## src/rtl/seven_seg_pkg.sv

```systemverilog
// Shared segment type and active-high glyph constants for the hex display path.
// Bit order: seg[6]=a, seg[5]=b, seg[4]=c, seg[3]=d, seg[2]=e, seg[1]=f, seg[0]=g.
package seven_seg_pkg;

  typedef logic [6:0] seg_t;

  localparam seg_t SEG_0     = 7'h7E;
  localparam seg_t SEG_1     = 7'h30;
  localparam seg_t SEG_2     = 7'h6D;
  localparam seg_t SEG_3     = 7'h79;
  localparam seg_t SEG_4     = 7'h33;
  localparam seg_t SEG_5     = 7'h5B;
  localparam seg_t SEG_6     = 7'h5F;
  localparam seg_t SEG_7     = 7'h70;
  localparam seg_t SEG_8     = 7'h7F;
  localparam seg_t SEG_9     = 7'h7B;
  localparam seg_t SEG_A     = 7'h77;
  // b and d use lower-case shapes so they stay distinct from 8 and 0
  localparam seg_t SEG_B     = 7'h1F;
  localparam seg_t SEG_C     = 7'h4E;
  localparam seg_t SEG_D     = 7'h3D;
  localparam seg_t SEG_E     = 7'h4F;
  localparam seg_t SEG_F     = 7'h47;
  localparam seg_t SEG_BLANK = 7'h00;

endpackage

```

## src/rtl/seven_segment_decoder_hex_to_seg.sv

```systemverilog
// Pure combinational nibble-to-glyph lookup, active-high.
// Any unknown nibble bit falls through to the blank pattern.
module hex_to_seg
  import seven_seg_pkg::*;
(
  input  logic [3:0] nibble_i,
  output seg_t       seg_o
);

  always_comb begin
    seg_o = SEG_BLANK;
    case (nibble_i)
      4'h0:    seg_o = SEG_0;
      4'h1:    seg_o = SEG_1;
      4'h2:    seg_o = SEG_2;
      4'h3:    seg_o = SEG_3;
      4'h4:    seg_o = SEG_4;
      4'h5:    seg_o = SEG_5;
      4'h6:    seg_o = SEG_6;
      4'h7:    seg_o = SEG_7;
      4'h8:    seg_o = SEG_8;
      4'h9:    seg_o = SEG_9;
      4'hA:    seg_o = SEG_A;
      4'hB:    seg_o = SEG_B;
      4'hC:    seg_o = SEG_C;
      4'hD:    seg_o = SEG_D;
      4'hE:    seg_o = SEG_E;
      4'hF:    seg_o = SEG_F;
      default: seg_o = SEG_BLANK;
    endcase
  end

endmodule

```

## src/rtl/seven_segment_decoder.sv

```systemverilog
// Registered hex-to-seven-segment decoder, one pipeline stage, synchronous reset.
// Define SEVEN_SEG_ACTIVE_LOW_EN for common-anode (inverted) segment drive.
module seven_segment_decoder
  import seven_seg_pkg::*;
(
  input  logic       clk,
  input  logic       rst,
  input  logic       w,
  input  logic       x,
  input  logic       y,
  input  logic       z,
  output logic [6:0] seg
);

  seg_t dec_s;
  seg_t seg_d;
  seg_t seg_q;

  hex_to_seg u_hex_to_seg (
    .nibble_i ({w, x, y, z}),
    .seg_o    (dec_s)
  );

`ifdef SEVEN_SEG_ACTIVE_LOW_EN
  localparam seg_t SEG_OFF = ~SEG_BLANK;
  assign seg_d = ~dec_s;
`else
  localparam seg_t SEG_OFF = SEG_BLANK;
  assign seg_d = dec_s;
`endif

  always_ff @(posedge clk) begin
    if (rst) begin
      seg_q <= SEG_OFF;
    end else begin
      seg_q <= seg_d;
    end
  end

  assign seg = seg_q;

endmodule

```

## config.mk

```make
export PLATFORM = sky130hd
export DESIGN_NAME = seven_segment_decoder
export DESIGN_NICKNAME = d
export VERILOG_FILES = /design/src/rtl/seven_seg_pkg.sv /design/src/rtl/seven_segment_decoder_hex_to_seg.sv /design/src/rtl/seven_segment_decoder.sv
export SDC_FILE = /design/constraint.sdc
export NUM_CORES = 1
export LEC_CHECK = 0
export CORE_UTILIZATION = 25
export CTS_CLUSTER_SIZE = 30
export DETAILED_ROUTE_END_ITERATION = 10
export GPL_TIMING_DRIVEN = 0
export HOLD_SLACK_MARGIN = 0.15
export PLACE_DENSITY = 0.56
export SYNTH_ARGS = -nofsm -noshare
export SYNTH_HDL_FRONTEND = slang
export SYNTH_SLANG_ARGS = --single-unit
```

## constraint.sdc

```tcl
create_clock -name clk -period 1.55 [get_ports clk]
set_input_delay 0.155 -clock clk [delete_from_list [all_inputs] [get_ports clk]]
set_output_delay 0.155 -clock clk [all_outputs]
set_load 0.005 [all_outputs]
```

# After elaboration in Yosys (flattened, before gate mapping)
# Memories as Yosys holds them, arrays and structs flattened. A register that Yosys moved wholly into a read port is not among the register bits.
# Cells that the tools add are included.
totals:
  mem_count: 1
  out_inout_bits: 7
  wordCells: 1
  mem_bits_ro: 112
  register_bits: 0
memory_table:
  columns: ["name", "words", "word_bits", "rd", "rd_ports_with_merged_regs", "wr", "line", "source"]
  rows:
  - ["(name not given)", 16, 7, 1, 1, 0, "seven_segment_decoder_hex_to_seg.sv:12", "case (nibble_i)"]

# Depth between registers and ports, before layout
logic_depth:
  depth_word: 0
  ltp_mapped: 5
  mapped_depth_nobuf: 5

# Modules after synthesis
# Synthesis repeated with hierarchy kept, for this count alone.
hier_totals:
  hier_cells: 47
  area_unflattened_um2: 471.7
modules_own_cells:
  columns: ["mod", "cells_per_inst", "n_inst", "area_each_um2"]
  rows:
  - ["hex_to_seg", 33, 1, 287.8]
  - ["seven_segment_decoder", 14, 1, 183.9]

# Worst setup path after synthesis
# OpenSTA, ideal clock, no wires.
synth_path:
  kind: "input to register"
  from: "input port y"
  to: "register seg_q[3], in the netlist seg[3]"
  path_buffers: 0
  slack_ns: 0.439
  path_stages: 5
  arrival_time_ns: 1.046
  path_cell_list: "inv_1 -> ha_1 -> inv_1 -> mux4_2 -> nor2_1"
synth_rtl:
  columns: ["item", "line", "source"]
  rows:
  - ["start, declared", "seven_segment_decoder.sv:10", "input logic y,"]
  - ["end, declared", "seven_segment_decoder.sv:17", "seg_t seg_q;"]

==> flow_summary.yaml <==
floorplanning:
  die_x_um: 42.5
  dieArea_um2: 1810
  fp.dieH_um: 42.5
  core_area_um2: 1520
  rows: 14
  ioPinCount: 13
  start_util_pct: 26.9
critical_path:
  critPathLaunchType: "input pin"
  cpPeakStageDelay_ns: 0.55
  cp_cell_sequence: "clkdlybuf4s50_1, inv_2, ha_1, inv_1, mux4_2, nor2_1"
  crit_path_top_delay_cell: "clkdlybuf4s50_1"
  arrival_ns: 1.66
  cp.required_ns: 1.75
  endpoint_kind: "register"
  timing_worst_setup_path_type: "input pin to register"
  path_max_fanout: 5
timing:
  maxSlewHeadroom_pct: 76.5
  setup_viol: 0
  drv_slew: 0
  finalCriticalPeriod_ns: 1.46
  grt_setup_unrepaired: "false"
  hold_viol: 0
  layout_setup_ws_ns: 0.0882
  fin_crit_sh_pct: 94.3
  max_freq_ghz: 0.684
  holdWs_ns: 0.239
  fin_setup_tns_ns: 0
  tightest_slew_ns: 0.353
finish:
  antenna_cells: 0
  layout.cells.non_filler: 74
  largest_reg_flops: 7
  nets: 72
  drive_gt1_share_pct: 13.8
  postLayoutCoreUtil_pct: 37.2
  area_growth_pct: 38.1
global_routing:
  grt_pass1_vias: 284
  grt_max_degree: 11
  grt_usage_pct: 9.74
  gr-total-overflow: 0
  grt_pass1_wl_mm: 1.21
  antenna_found_initial: 0
drt:
  drt_iter0_markers: 7
  ant_nets: 0
  firstDrtPassIters: 4
  vias: 358
  wl_per_cell_um: 10.2
  drc: 0
  wirelength_um: 752
  vias_per_cell: 4.84
cts:
  cts_num_sinks: 7
  cts_tree: "yes"
  cts-root-buf: "clkbuf_4"
  clockBufferDepth: 2
  htreeDepth: 1
  postCtsSetupBuffers: 0
  tritoncts.num_buffers: 3
  path_clk_slew_ns: 0.05
placed_design:
  gp_congestion: 0.673
  post-place-cells: 70
  dp_slack_ns: -0.227
  portBuffers: 11
logic_synthesis:
  ys_warn_count: 0
  synthSimpleGateAreaFrac_pct: 13.1
  synthCells: 43
  syn_avg_cell_area_um2: 9.54
  synth_compound_area_share_pct: 14.9
  synth-xor-area-share_pct: 0
  synthAdderAreaFrac_pct: 21.3
  ys_seq_elements: 7
  syn_nets: 56
  syn_area_um2: 410
  synth.mux.area_fraction_pct: 10.7
  ys_seq_area_share_pct: 34.1
  synth_cell_types: 19
  synth_top_family_by_area: "adder cells"
hold_path:
  worstHoldPathType: "input pin to register"
status:
  outcome: "finished clean"
pwr:
  vdd_drop_max_v: 0.000172
  power.leakage_uw: 0.000251
  powerDensity_nw_per_um2: 835
run:
  drv_cap: 0
[Yosys cell counts, drive strengths merged]
| master | instances | area share (%) |
|---|---|---|
| buf | 2 | 2.1 |
| inv | 4 | 3.7 |
| a211oi | 3 | 5.5 |
| mux2 | 1 | 2.7 |
| nor2 | 7 | 6.4 |
| a22oi | 1 | 1.8 |
| o41ai | 1 | 2.1 |
| a221oi | 2 | 4.3 |
| and2b | 1 | 1.8 |
| ha | 7 | 21 |
| mux4 | 1 | 5.5 |
| mux2i | 1 | 2.4 |
| a21oi | 1 | 1.2 |
| nor2b | 1 | 1.5 |
| nor3 | 2 | 2.4 |
| nand2 | 1 | 0.91 |
| dfxtp | 7 | 34 |
[worst paths after layout]
| path | slack, ns | endpoint | cells after the start | startpoint |
|---|---|---|---|---|
| worst min-delay path | 0.24 | seg[3]$_SDFF_PP0_ | 2 | rst |
| worst max-delay path | 0.09 | seg[3]$_SDFF_PP0_ | 6 | y |
[cell type report]
| type | instances | area [um^2] |
|---|---|---|
| plain buffers | 2 | 8.76 |
| clock buffers | 4 | 26.3 |
| fillers | 155 | 957 |
| inverters | 4 | 15.0 |
| multi-input cells | 30 | 246 |
| flip-flops and latches | 7 | 140 |
| well taps | 16 | 20.0 |
| repair buffers | 11 | 110 |
[timing repair]
item | in CTS | in global routing
resized for setup | 0 | 1
hold buffers | 0 | 0
endpoints found under the setup margin | 0 | 2
[metrics by stage]
stage | power (uW) | cell area (um^2)
2_1_floorplan | 256 | 410
3_3_place_gp | 308 | 541
3_5_place_dp | 308 | 541
4_1_cts | 475 | 567
5_1_grt | 502 | 567
6_report | 473 | 567
[metal layers]
layer	wire, um	vias up	GRT usage, %
met1	328	153	11.5
met5	0	-	0
met3	68	5	3.02
met2	315	20	12.6
met4	39	0	11.3
li1	-	180	-
[report_power, final]
| part | switching, uW | total [uW] | internal [uW] |
|---|---|---|---|
| registers | 2.96 | 199 | 196 |
| clock network | 69.6 | 168 | 98.4 |
| logic | 46.1 | 107 | 60.7 |
| total | 119 | 473 | 355 |
[layout by cell type, fill, tap and decap left out]
cell type        instances
and2b_1                  1
o41ai_1                  1
dfxtp_1                  7
buf_1                    1
inv_1                    2
mux4_2                   1
a21oi_1                  1
buf_2                    1
clkbuf_1                 1
mux2i_1                  1
mux2_2                   1
clkbuf_4                 3
nor3_1                   2
clkdlybuf4s50_1         11
inv_2                    2
a211oi_1                 3
ha_1                     7
nor2b_1                  1
a22oi_1                  1
a221oi_1                 2
nand2_1                  1
nor2_1                   7
[critical path: cells and delay by family]
| kind | cells | cell delay (ns) |
|---|---|---|
| mux | 1 | 0.43 |
| fa+ha+maj | 1 | 0.30 |
| buf+inv | 3 | 0.68 |
| simple gates | 1 | 0.09 |
[logic make-up after synthesis]
kind of cell,Yosys count
fa+ha+maj,7
flops,7
buf+inv,6
compound gates,8
mux,3
simple gates,12
Power figures use the tool's default switching activity.
